===== config.mk =====
export PLATFORM = sky130hd
export DESIGN_NAME = pipe_stage_elastic
export DESIGN_NICKNAME = d
export VERILOG_FILES = /design/src/rtl/pipe_stage_elastic.sv
export SDC_FILE = /design/constraint.sdc
export NUM_CORES = 1
export LEC_CHECK = 0
export BUFFER_PORTS_ARGS = -buffer_cell sky130_fd_sc_hd__buf_2
export CORE_MARGIN = 2
export CORE_UTILIZATION = 45
export CTS_CLUSTER_SIZE = 14
export DETAILED_ROUTE_END_ITERATION = 16
export GPL_TIMING_DRIVEN = 0
export PLACE_DENSITY = 0.79
export REMOVE_ABC_BUFFERS = 1
export SYNTH_ARGS = -nofsm -noshare
export SYNTH_HDL_FRONTEND = slang
export SYNTH_SLANG_ARGS = --single-unit

===== constraint.sdc =====
create_clock -name clk -period 10.4 [get_ports clk]
set_input_delay 2.6 -clock clk [delete_from_list [all_inputs] [get_ports clk]]
set_output_delay 2.6 -clock clk [all_outputs]
set_load 0.02 [all_outputs]

===== src/rtl/pipe_stage_elastic.sv =====
`default_nettype none
// ============================================================================
// Module      : pipe_stage_elastic
// Description : Elastic valid/ready pipeline register with optional 2-entry
//               skid buffer, synchronous flush and saturating stall/flush
//               performance counters.
// Revision    : 1.0 - initial release
// ============================================================================
module pipe_stage_elastic #(
    parameter int                       PAYLOAD_WIDTH  = 96,
    parameter bit                       SKID_EN        = 1'b1,
    parameter logic [PAYLOAD_WIDTH-1:0] BUBBLE_PAYLOAD = '0,
    parameter int                       CNT_WIDTH      = 16
) (
    input  logic                     clk,
    input  logic                     rst,
    input  logic                     flush,
    input  logic                     in_valid,
    output logic                     in_ready,
    input  logic [PAYLOAD_WIDTH-1:0] in_payload,
    output logic                     out_valid,
    input  logic                     out_ready,
    output logic [PAYLOAD_WIDTH-1:0] out_payload,
    output logic [CNT_WIDTH-1:0]     stall_cnt,
    output logic [CNT_WIDTH-1:0]     flush_cnt
);

    localparam logic [CNT_WIDTH-1:0] c_cnt_max = '1;
    localparam logic [CNT_WIDTH-1:0] c_cnt_one = {{(CNT_WIDTH-1){1'b0}}, 1'b1};

    logic                     r_main_valid;
    logic [PAYLOAD_WIDTH-1:0] r_main_payload;
    logic [CNT_WIDTH-1:0]     r_stall_cnt;
    logic [CNT_WIDTH-1:0]     r_flush_cnt;
    logic                     w_accept;
    logic                     w_out_fire;
    logic                     w_any_valid;

    assign out_valid   = r_main_valid;
    assign out_payload = r_main_payload;
    assign stall_cnt   = r_stall_cnt;
    assign flush_cnt   = r_flush_cnt;
    assign w_accept    = in_valid & in_ready;
    assign w_out_fire  = r_main_valid & out_ready;

    generate
        if (SKID_EN) begin : g_skid
            logic                     r_skid_valid;
            logic [PAYLOAD_WIDTH-1:0] r_skid_payload;

            // The skid only ever fills behind a full main entry, so a full
            // skid means the stage is at its two-entry capacity.
            assign in_ready    = ~r_skid_valid & ~flush;
            assign w_any_valid = r_main_valid | r_skid_valid;

            always_ff @(posedge clk or posedge rst) begin
                if (rst) begin
                    r_main_valid   <= 1'b0;
                    r_main_payload <= BUBBLE_PAYLOAD;
                    r_skid_valid   <= 1'b0;
                    r_skid_payload <= BUBBLE_PAYLOAD;
                end else if (flush) begin
                    r_main_valid   <= 1'b0;
                    r_main_payload <= BUBBLE_PAYLOAD;
                    r_skid_valid   <= 1'b0;
                    r_skid_payload <= BUBBLE_PAYLOAD;
                end else if (!r_main_valid) begin
                    if (w_accept) begin
                        r_main_valid   <= 1'b1;
                        r_main_payload <= in_payload;
                    end
                end else if (w_out_fire) begin
                    if (r_skid_valid) begin
                        r_main_payload <= r_skid_payload;
                        r_skid_valid   <= 1'b0;
                        r_skid_payload <= BUBBLE_PAYLOAD;
                    end else if (w_accept) begin
                        r_main_payload <= in_payload;
                    end else begin
                        r_main_valid   <= 1'b0;
                        r_main_payload <= BUBBLE_PAYLOAD;
                    end
                end else if (w_accept) begin
                    r_skid_valid   <= 1'b1;
                    r_skid_payload <= in_payload;
                end
            end
        end else begin : g_single
            assign in_ready    = (~r_main_valid | out_ready) & ~flush;
            assign w_any_valid = r_main_valid;

            always_ff @(posedge clk or posedge rst) begin
                if (rst) begin
                    r_main_valid   <= 1'b0;
                    r_main_payload <= BUBBLE_PAYLOAD;
                end else if (flush) begin
                    r_main_valid   <= 1'b0;
                    r_main_payload <= BUBBLE_PAYLOAD;
                end else if (w_accept) begin
                    r_main_valid   <= 1'b1;
                    r_main_payload <= in_payload;
                end else if (w_out_fire) begin
                    r_main_valid   <= 1'b0;
                    r_main_payload <= BUBBLE_PAYLOAD;
                end
            end
        end
    endgenerate

    always_ff @(posedge clk or posedge rst) begin
        if (rst) begin
            r_stall_cnt <= '0;
            r_flush_cnt <= '0;
        end else begin
            if (r_main_valid && !out_ready && r_stall_cnt != c_cnt_max) begin
                r_stall_cnt <= r_stall_cnt + c_cnt_one;
            end
            if (flush && w_any_valid && r_flush_cnt != c_cnt_max) begin
                r_flush_cnt <= r_flush_cnt + c_cnt_one;
            end
        end
    end

endmodule
`default_nettype wire

==> flow_summary.toml <==
[outcome]
status = "finished, final reports clean"

[die]
fp-row-count = 52
die_h_um = 148.4
ioPinCount = 231
coreArea_sq_um = 20360
design.die.area_sq_um = 22040
initial_core_util_pct = 46.10
die_w_um = 148.4

[cts]
cts.sinks = 226
cts_root_buf = "clkbuf_16"
ctsHoldBuffers = 0
cts_tree = "done"
ctsResizeCount = 0
cts-htree-levels = 1
clk_pin_slew_ns = 0.05
cts.path.max_buffers = 3
post_cts_buffers = 0
numCtsBuffers = 25
clk-insertion-delay-late_ns = 0.50

[detailed_routing]
first_pass_iters = 5
vias_per_cell = 5.718
remaining_drc_errors = 0
final_antenna_net_count = 0
vias = 7434
drt-wirelength-per-cell_um = 18.90
first_iter_violations = 423
postRouteWirelength_um = 24570

[global_routing]
grt_usage_pct = 22.12
grt_util_met1_pct = 31.73
grt_pass1_wl_um = 39880
gr-usage-met3_pct = 6.012
antenna_found_initial = 3
grt_max_degree = 122
overflow = 0
grt_util_met2_pct = 33.68
top_usage_layer = "met2"
grt_pass1_vias = 7473

[timing]
skew_ns = 0.008531
period_share_pct = 54.49
setup_violations = 0
drv_slew = 0
setup_slack_ns = 4.733
tightestPinTransition_ns = 0.9217
slew_headroom_pct = 38.39
rsz0062_at_grt = "no"
hold_violations = 0
fmax_mhz = 176.5
min_period_ns = 5.667

[yosys]
synth.yosys.seq_area_share_pct = 60.23
syn_area_sq_um = 9389
synth_ff_type = "dfrtp_1"
muxShareOfSynthArea_pct = 0.3598
synth_edf_count = 0
synth_top_family_by_area = "compound AO/OA/AOI/OAI gates"
ys_seq_elements = 226
yosys.area_share.adder_pct = 0.2665
yosysWarningCount = 0
postSynthCellCount = 805
synth_xor_area_share_pct = 2.332
synth_area_per_cell_sq_um = 11.66
synth_compound_area_share_pct = 24.77
yosys.cell_types.count = 41
post_synth_and_or_nand_nor_area_fraction_pct = 8.529
synth-async-reset-ratio_pct = 100.0

[placed_design]
dp_hpwl_um = 15320
placedCellCount = 1254
port_buffers = 230
place_ws_ns = 4.732
gp_congestion = 0.8558

[setup_path]
critPathMaxFanout = 8
critPathLaunchType = "primary input"
worstPathArrival_ns = 3.07
endpoint_kind = "primary output"
required_ns = 7.80
criticalPathCategory = "primary input to primary output"

[finish]
layout.cells.non_filler = 1300
final_nets = 1114
fin_util_pct = 57.93
drive_above_1_share_pct = 33.11
areaGrowthSynthToFinish_pct = 25.65
nFillCells = 1693

[worst_hold_path]
hp-class = "register to register"

[flow_run]
drv_cap = 0

[power]
p_leak_nw = 5.908
p_per_area_nw_per_um2 = 186.0
ir_worst_vdd_v = 0.0001283
## registers in the layout (all words and copies together), names as in the netlist
signal / cells
flush_cnt: 16
g_skid.r_skid_payload: 96
g_skid.r_skid_valid: 1
out_payload: 96
out_valid: 1
stall_cnt: 16
## kinds of logic after synthesis
kind of cell | after synthesis
XOR/XNOR | 25
AND/OR/NAND/NOR | 170
adder cells (fa/ha/maj) | 2
buffers and inverters | 70
multiplexers | 3
flip-flops | 226
AO/OA/AOI/OAI | 309
## routing by layer
| metal | part of all wire [%] | routed length [um] | up-vias |
|---|---|---|---|
| li1 | - | - | 3401 |
| met1 | 44 | 10860 | 3703 |
| met2 | 46 | 11230 | 289 |
| met3 | 8.1 | 1979 | 41 |
| met4 | 2.1 | 505 | 0 |
| met5 | 0 | 0 | - |
## worst max-delay path, cell delays in order
cell and delay [ns]:
buf_2 0.23, nor2_1 0.07, buf_2 0.16
## metrics by stage
stage	TNS, ns	area [sq um]	total power, mW	hold slack (ns)
2_1_floorplan	0	9071	1.189	0.4665
3_3_place_gp	-216.77	10560	1.317	0.4565
3_5_place_dp	0	10980	1.336	0.4606
4_1_cts	0	11790	2.217	0.4737
5_1_grt	0	11790	2.292	0.4899
6_report	0	11800	2.194	0.4689
## cell usage after synthesis, drive strengths merged (5+ instances only)
master / n / area share (%)
dfrtp: 226 / 60
nand2: 108 / 4.3
o21ai: 100 / 7.0
a22o: 96 / 9.0
a22oi: 96 / 7.7
clkbuf: 43 / 1.7
buf: 24 / 1.7
xor2: 16 / 1.5
nand4: 13 / 0.87
nand3: 9 / 0.48
xnor2: 9 / 0.84
a21oi: 8 / 0.47
nor3: 7 / 0.48
nor2: 6 / 0.24
nor4: 6 / 0.40
a211oi: 5 / 0.40
## worst paths after layout
| kind | startpoint | endpoint | slack [ns] | depth (start not counted) |
|---|---|---|---|---|
| max in group asynchronous | rst | out_payload[16]$_DFFE_PP0P_ | 7.11 | 3 |
| hold / removal | out_payload[92]$_DFFE_PP0P_ | out_payload[92]$_DFFE_PP0P_ | 0.47 | 2 |
| setup / recovery | flush | in_ready | 4.73 | 3 |
| setup reg to reg | out_valid$_DFF_PP0_ | out_payload[83]$_DFFE_PP0P_ | 7.44 | 7 |
| min in group asynchronous | rst | g_skid.r_skid_payload[15]$_DFFE_PP0P_ | 2.22 | 2 |
| hold reg to reg | out_payload[92]$_DFFE_PP0P_ | out_payload[92]$_DFFE_PP0P_ | 0.47 | 2 |
## power breakdown
| group | switching [mW] | leakage (nW) | internal [mW] |
|---|---|---|---|
| Clock | 0.345 | 0.402 | 0.532 |
| Combinational | 0.211 | 2.45 | 0.116 |
| Sequential | 0.0500 | 3.05 | 0.941 |
## placed cells by master, fill, tap and decap left out, types with 3 or more instances in the layout
cell / n
a211oi_1: 5
a21oi_1: 7
a22o_1: 96
a22oi_1: 96
and3_1: 3
buf_12: 8
buf_16: 7
buf_2: 230
clkbuf_1: 6
clkbuf_16: 25
clkbuf_8: 6
clkinv_2: 4
dfrtp_1: 226
diode_2: 3
mux2_2: 3
nand2_1: 107
nand3_1: 9
nand4_1: 13
nor2_1: 6
nor3_1: 5
nor4_1: 6
o21ai_0: 58
o21ai_2: 41
xnor2_1: 9
xor2_1: 16
## cell type report
| cell class | count | area, sq um | share of cell area, % |
|---|---|---|---|
| tap | 270 | 337.8 | 2.863 |
| clock inverter | 6 | 80.08 | 0.6788 |
| clock buffer | 37 | 730.7 | 6.194 |
| sequential | 226 | 5655 | 47.94 |
| antenna | 3 | 7.507 | 0.06363 |
| multi-input combinational | 509 | 3448 | 29.23 |
| inverter | 3 | 18.77 | 0.1591 |
| timing repair buffer | 246 | 1519 | 12.88 |
(Power assumes the default switching activity.)
